<file path="src/rtl/demux_1to2_rr.sv">
//------------------------------------------------------------------------------
// demux_1to2_rr
//
// Registered 1:2 demultiplexer. Each word on a single valid/ready input stream
// goes to output lane A or lane B. The lane comes from an explicit select, or
// from a round-robin pointer that alternates between the lanes. Each lane has a
// one-entry output register and a wrapping count of the words it has handed off.
//
// Parameters
//   WIDTH        data width of the input and of both output lanes
//   CNT_W        width of each per-lane handoff counter
//
// Ports
//   clk          rising-edge clock
//   rst_n        asynchronous active-low reset
//   in_valid     input word present
//   in_ready     block accepts the input word this cycle (combinational)
//   in_data      input word
//   in_sel       target lane in explicit mode (0 = A, 1 = B)
//   in_mode      0 = explicit select, 1 = round-robin
//   out_a_valid  lane A register holds a word
//   out_a_ready  lane A consumer takes the word
//   out_a_data   lane A word
//   out_b_valid  lane B register holds a word
//   out_b_ready  lane B consumer takes the word
//   out_b_data   lane B word
//   cnt_a        lane A handoff count, wraps modulo 2^CNT_W
//   cnt_b        lane B handoff count, wraps modulo 2^CNT_W
//------------------------------------------------------------------------------
module demux_1to2_rr #(
    parameter int WIDTH = 4,
    parameter int CNT_W = 8
) (
    input  logic             clk,
    input  logic             rst_n,
    input  logic             in_valid,
    output logic             in_ready,
    input  logic [WIDTH-1:0] in_data,
    input  logic             in_sel,
    input  logic             in_mode,
    output logic             out_a_valid,
    input  logic             out_a_ready,
    output logic [WIDTH-1:0] out_a_data,
    output logic             out_b_valid,
    input  logic             out_b_ready,
    output logic [WIDTH-1:0] out_b_data,
    output logic [CNT_W-1:0] cnt_a,
    output logic [CNT_W-1:0] cnt_b
);

    typedef enum logic {
        LANE_A = 1'b0,
        LANE_B = 1'b1
    } lane_e;

    lane_e rr_ptr;      // lane the next round-robin word goes to
    lane_e target;      // lane the current input word would go to

    logic  tgt_valid;
    logic  tgt_ready;
    logic  accept;
    logic  load_a;
    logic  load_b;
    logic  hand_a;
    logic  hand_b;

    //--------------------------------------------------------------------------
    // Lane selection and input handshake
    //--------------------------------------------------------------------------
    always_comb begin
        target = in_mode ? rr_ptr : lane_e'(in_sel);
    end

    always_comb begin
        tgt_valid = out_a_valid;
        tgt_ready = out_a_ready;
        if (target == LANE_B) begin
            tgt_valid = out_b_valid;
            tgt_ready = out_b_ready;
        end
    end

    // The target register can take a word when it is empty or when its current
    // word leaves on this same edge; the other lane never blocks the input.
    always_comb begin
        in_ready = rst_n & (~tgt_valid | tgt_ready);
    end

    always_comb begin
        accept = in_valid & in_ready;
        load_a = accept & (target == LANE_A);
        load_b = accept & (target == LANE_B);
        hand_a = out_a_valid & out_a_ready;
        hand_b = out_b_valid & out_b_ready;
    end

    //--------------------------------------------------------------------------
    // Round-robin pointer: advances only on round-robin accepts, and holds its
    // value across explicit-mode traffic and mode changes.
    //--------------------------------------------------------------------------
    always_ff @(posedge clk or negedge rst_n) begin
        if (!rst_n) begin
            rr_ptr <= LANE_A;
        end else if (accept && in_mode) begin
            rr_ptr <= (rr_ptr == LANE_A) ? LANE_B : LANE_A;
        end
    end

    //--------------------------------------------------------------------------
    // Lane A output register. A load on the same edge as a handoff wins, so the
    // lane keeps streaming one word per cycle. Data holds after a handoff.
    //--------------------------------------------------------------------------
    always_ff @(posedge clk or negedge rst_n) begin
        if (!rst_n) begin
            out_a_valid <= 1'b0;
            out_a_data  <= '0;
        end else if (load_a) begin
            out_a_valid <= 1'b1;
            out_a_data  <= in_data;
        end else if (hand_a) begin
            out_a_valid <= 1'b0;
        end
    end

    always_ff @(posedge clk or negedge rst_n) begin
        if (!rst_n) begin
            cnt_a <= '0;
        end else if (hand_a) begin
            cnt_a <= cnt_a + CNT_W'(1);
        end
    end

    //--------------------------------------------------------------------------
    // Lane B output register, same rules as lane A.
    //--------------------------------------------------------------------------
    always_ff @(posedge clk or negedge rst_n) begin
        if (!rst_n) begin
            out_b_valid <= 1'b0;
            out_b_data  <= '0;
        end else if (load_b) begin
            out_b_valid <= 1'b1;
            out_b_data  <= in_data;
        end else if (hand_b) begin
            out_b_valid <= 1'b0;
        end
    end

    always_ff @(posedge clk or negedge rst_n) begin
        if (!rst_n) begin
            cnt_b <= '0;
        end else if (hand_b) begin
            cnt_b <= cnt_b + CNT_W'(1);
        end
    end

endmodule

</file>
<file path="config.mk">
export PLATFORM = sky130hd
export DESIGN_NAME = demux_1to2_rr
export DESIGN_NICKNAME = d
export VERILOG_FILES = /design/src/rtl/demux_1to2_rr.sv
export SDC_FILE = /design/constraint.sdc
export NUM_CORES = 1
export LEC_CHECK = 0
export CAP_MARGIN = 20
export CORE_ASPECT_RATIO = 1.5
export CORE_MARGIN = 1.5
export CORE_UTILIZATION = 35
export CTS_BUF_LIST = sky130_fd_sc_hd__clkbuf_8
export CTS_CLUSTER_DIAMETER = 30
export DETAILED_ROUTE_END_ITERATION = 16
export PLACE_DENSITY = 0.74
export SETUP_SLACK_MARGIN = 0.2
export SYNTH_ARGS = -nofsm -noshare
export SYNTH_HDL_FRONTEND = slang
export SYNTH_SLANG_ARGS = --single-unit
</file>
<file path="constraint.sdc">
create_clock -name clk -period 1.49 [get_ports clk]
set_input_delay 0.298 -clock clk [delete_from_list [all_inputs] [get_ports clk]]
set_output_delay 0.298 -clock clk [all_outputs]
set_load 0.1 [all_outputs]
</file>
# Yosys cells after proc, flatten, opt, wreduce, memory -nomap -nowiden

Index checks and enable logic that the tools add are counted.

Register bits after elaboration: 27
RAM bits: 0
Output and inout port bits: 27
Memories: 0
Logic and storage cells: 29
Memory bits (read-only): 0
Bits of input ports: 11
Bits in latches: 0

Muxes and demuxes: 8
Equal/unequal tests: 0
$lt $le $gt $ge: 0
Div/mod/pow operators: 0
Reductions and logical operators: 3
Add/subtract/negate cells: 2
Bitwise gates (word level): 9
Shift-type cells: 0
Multiply operators: 0

Operator list:

| cell                  | count |
|---|---|
| $add A8 B1 Y8 const B | 2 |
| $mux W1               | 8 |
| $and A1 B1 Y1         | 6 |
| $reduce_bool A2 Y1    | 2 |
| $not A1 Y1            | 2 |
| $logic_and A1 B1 Y1   | 1 |
| $or A1 B1 Y1          | 1 |

# Logic depth before layout (Yosys ltp)

Depth after elaboration: 8
Mapped depth: 4
Gate-level depth less buffers: 4

# Worst setup path before layout

Ideal clock, no wire load.

Kind: reg-to-output
Start point: reg out_b_valid
End point: out in_ready
Required time: 1.192 ns
Slack: -2.188 ns
Cell stages (with the launch flop): 4
Arrival: 3.380 ns
Buffers on the path: 0
Path through: dfrtp_1 > nand2b_1 > nor2_1 > a311oi_1

Cells in the longest elaborated chain, start to end: 4

RTL lines:

| element                | RTL line | text |
|---|---|---|
| start, declared        | 44       | `output logic out_b_valid,` |
| start signal, assigned | 138      | `out_b_valid <= 1'b0;` |
| start signal, assigned | 141      | `out_b_valid <= 1'b1;` |
| start signal, assigned | 144      | `out_b_valid <= 1'b0;` |
| $mux W1                | 77       | `if (target == LANE_B) begin` |
| $not A1 Y1             | 86       | `in_ready = rst_n & (~tgt_valid \| tgt_ready);` |
| $or A1 B1 Y1           | 86       |  |
| $and A1 B1 Y1          | 86       |  |
| end, declared          | 37       | `output logic in_ready,` |

Every way passes these cells.

# Final worst setup path

Start point: in out_a_ready
End point: out in_ready

Cells in the longest elaborated chain, start to end: 3

RTL lines:

| element         | RTL line | text |
|---|---|---|
| start, declared | 42       | `input logic out_a_ready,` |
| $mux W1         | 77       |  |
| $or A1 B1 Y1    | 86       |  |
| $and A1 B1 Y1   | 86       |  |

Every way passes these cells.

==> impl_metrics.py <==
metrics = {
    "status": {
        "status": "finished with violations",
        "violations": "negative setup slack",
    },
    "synth": {
        "synth_fp_nets": 108,
        "ys.flop_type": "dfrtp_1",
        "synth_warnings": 0,
        "synth-edff-count": 0,
        "syn_inst": 95,
        "syn_area_um2": 1190,
        "ys_async_sr_fraction": 1.00,
        "syn-mean-instance-area_um2": 12.6,
        "synth.distinct_cells": 26,
        "seq_area_frac_synth": 0.566,
        "ys_ff_latch": 27,
    },
    "floorplanning": {
        "die_w_um": 50.7,
        "fp-row-count": 25,
        "coreArea_um2": 3190,
        "die_y_um": 74.5,
        "ios": 38,
        "initial_core_util": 0.374,
        "fp.dieArea_um2": 3780,
    },
    "sta": {
        "slew_headroom": 0.788,
        "hold_viol": 0,
        "slew_violations": 0,
        "setup_viol": 9,
        "finalCritPeriodShare": 1.17,
        "rsz0062_at_grt": "true",
        "fin_tns_setup_ps": -1130,
        "finalClockSkew_ps": 8.44,
        "timing.hold.ws_ps": 136,
        "fmax_mhz": 574,
        "tightest_slew_ps": 318,
        "fin_crit_ps": 1740,
        "final.setup.worst_slack_ps": -251,
    },
    "power": {
        "p_per_area_nw_per_um2": 2100,
        "intPower_mw": 2.43,
        "p_clk_frac": 0.086,
        "leakage_nw": 1.05,
        "swShare": 0.503,
        "p_switching_mw": 2.46,
        "irDropWorstVdd_mv": 1.81,
        "p_seq_frac": 0.276,
        "power_frac_comb": 0.638,
    },
    "layout": {
        "fin_util": 0.731,
        "fin_nets": 176,
        "layout_commonest_cell": "buf_12",
        "layout_common_cells": "buf_12, buf_4, dfrtp_4, dfrtp_1",
        "syn_to_final_growth_pct": 95.3,
        "drive_above_1_share": 0.630,
        "antenna_cells": 0,
    },
    "clock_tree": {
        "clk_pin_slew_worst_paths_ps": 100,
        "clk_latency_ps": 280,
        "clock_sinks": 27,
        "cts_made_buffers": 3,
        "h-tree-depth": 1,
        "root_buffer": "clkbuf_8",
        "cts_tree": "done",
        "cts_buffer_depth": 2,
    },
    "place": {
        "gp_congestion": 0.769,
        "pre_cts_ws_ps": -525,
        "numPortBuffers": 37,
        "dp_hpwl_um": 2040,
    },
    "routing": {
        "num_vias": 997,
        "drt_iter0_drc": 9,
        "drc": 0,
        "antenna_left": 0,
        "wirelength_um": 2970,
        "routedWlPerCell_um": 14.7,
        "dr.pass1.iters": 4,
        "via_per_inst": 4.94,
    },
    "setup_path": {
        "reg2reg_depth": 6,
        "crit_required_ps": 1190,
        "path_max_fanout": 3,
        "r2r-start": "rr_ptr$_DFFE_PN0P_",
        "rrSetupSlack_ps": -180,
        "cp-start-kind": "primary input",
        "regToRegEndpoint": "out_b_data[2]$_DFFE_PN0P_",
        "critPathArrivalTime_ps": 1440,
        "endpoint": "in_ready",
        "path_class": "primary input to primary output",
        "end_kind": "primary output",
        "crit_start": "out_a_ready",
    },
    "min_path": {
        "hold_path_class": "primary input to async pin",
    },
    "global_routing": {
        "grt_antenna_before_repair": 0,
        "grt_max_degree": 21,
        "grt_pass1_wl_um": 4840,
        "track_usage": 0.174,
        "grt_remaining_overflow": 0,
        "grt_pass1_vias": 1053,
    },
    "flow_run": {
        "max_cap_violations": 0,
    },
}
-- cell families after synthesis --
logic type               share of synthesized area
AO/OA/AOI/OAI                               0.0314
XOR/XNOR                                     0.103
adder cells (fa/ha/maj)                     0.0210
buffers and inverters                       0.0157
flip-flops                                   0.566
multiplexers                                 0.118
AND/OR/NAND/NOR                              0.145
-- Yosys cell counts, types with 2 or more instances --
| library cell | count | area [µm²] |
|---|---|---|
| mux2_4 | 4 | 60.1 |
| xor2_1 | 8 | 70.1 |
| mux2_2 | 6 | 67.6 |
| xnor2_1 | 6 | 52.6 |
| ha_1 | 2 | 25.0 |
| nand2_1 | 10 | 37.5 |
| nand2b_1 | 2 | 12.5 |
| inv_1 | 2 | 7.51 |
| nand4_1 | 3 | 18.8 |
| nor3_1 | 4 | 20.0 |
| dfrtp_1 | 27 | 676 |
| nand3_1 | 3 | 15.0 |
| nor2_1 | 5 | 18.8 |
-- worst min path at each step --
stage                         startpoint              endpoint  slack, ps  cells after the start
global route                       rst_n  cnt_a[1]$_DFFE_PN0P_        150                      2
floorplan                          rst_n  cnt_a[6]$_DFFE_PN0P_          2                      0
detailed placement  cnt_b[5]$_DFFE_PN0P_  cnt_b[5]$_DFFE_PN0P_        500                      1
finish                             rst_n  cnt_a[1]$_DFFE_PN0P_        140                      2
CTS                                rst_n  cnt_a[1]$_DFFE_PN0P_        140                      2
global placement    cnt_b[6]$_DFFE_PN0P_  cnt_b[6]$_DFFE_PN0P_        500                      1
-- through the flow --
stage	cell area [µm²]	std cells	power, mW
after floorplan	1320	95	3.11
after global placement	2120	187	4.25
after detailed placement	2120	187	4.30
after CTS	2220	195	4.80
after global routing	2330	202	5.07
final	2330	202	4.89
-- state kept, by name, summed over array words and instances, names as in the netlist --
name / cells
cnt_a: 8
cnt_b: 8
out_a_data: 4
out_b_data: 4
out_a_valid: 1
out_b_valid: 1
rr_ptr: 1
-- final cells by class --
type	count	area, µm²
flip-flops and latches	27	723
multi-input cells	65	644
inverters	2	7.51
clock inverters	1	5.00
repair buffers	64	860
clock buffers	3	41.3
well taps	40	50.0
fillers	231	860
-- routing by layer --
metal	GRT usage	wire length, µm	vias up
met5	0	0	-
met4	0.0871	61	0
met3	0.0422	165	5
met2	0.313	1750	31
met1	0.188	988	500
li1	-	-	461
-- power by group through the flow --
stage                     logic, mW  registers (mW)  clock network [mW]
after floorplan               0.385            2.72                   0
after global placement         2.88            1.37                   0
after detailed placement       2.92            1.38                   0
after CTS                      3.01            1.36               0.429
after global routing           3.24            1.38               0.452
final                          3.12            1.35               0.422
-- repair_timing --
action,4_1_cts,5_1_grt
cloned,0,0
buffers inserted,4,7
setup endpoints to repair,16,23
gates resized for setup,13,12
hold buffers,0,0
pin swaps,4,5
-- worst max-delay path, cell delays in order --
cell             delay (ps)
clkdlybuf4s50_1         510
inv_1                   100
a311oi_4                320
buf_12                  220
(Power assumes the default switching activity.)
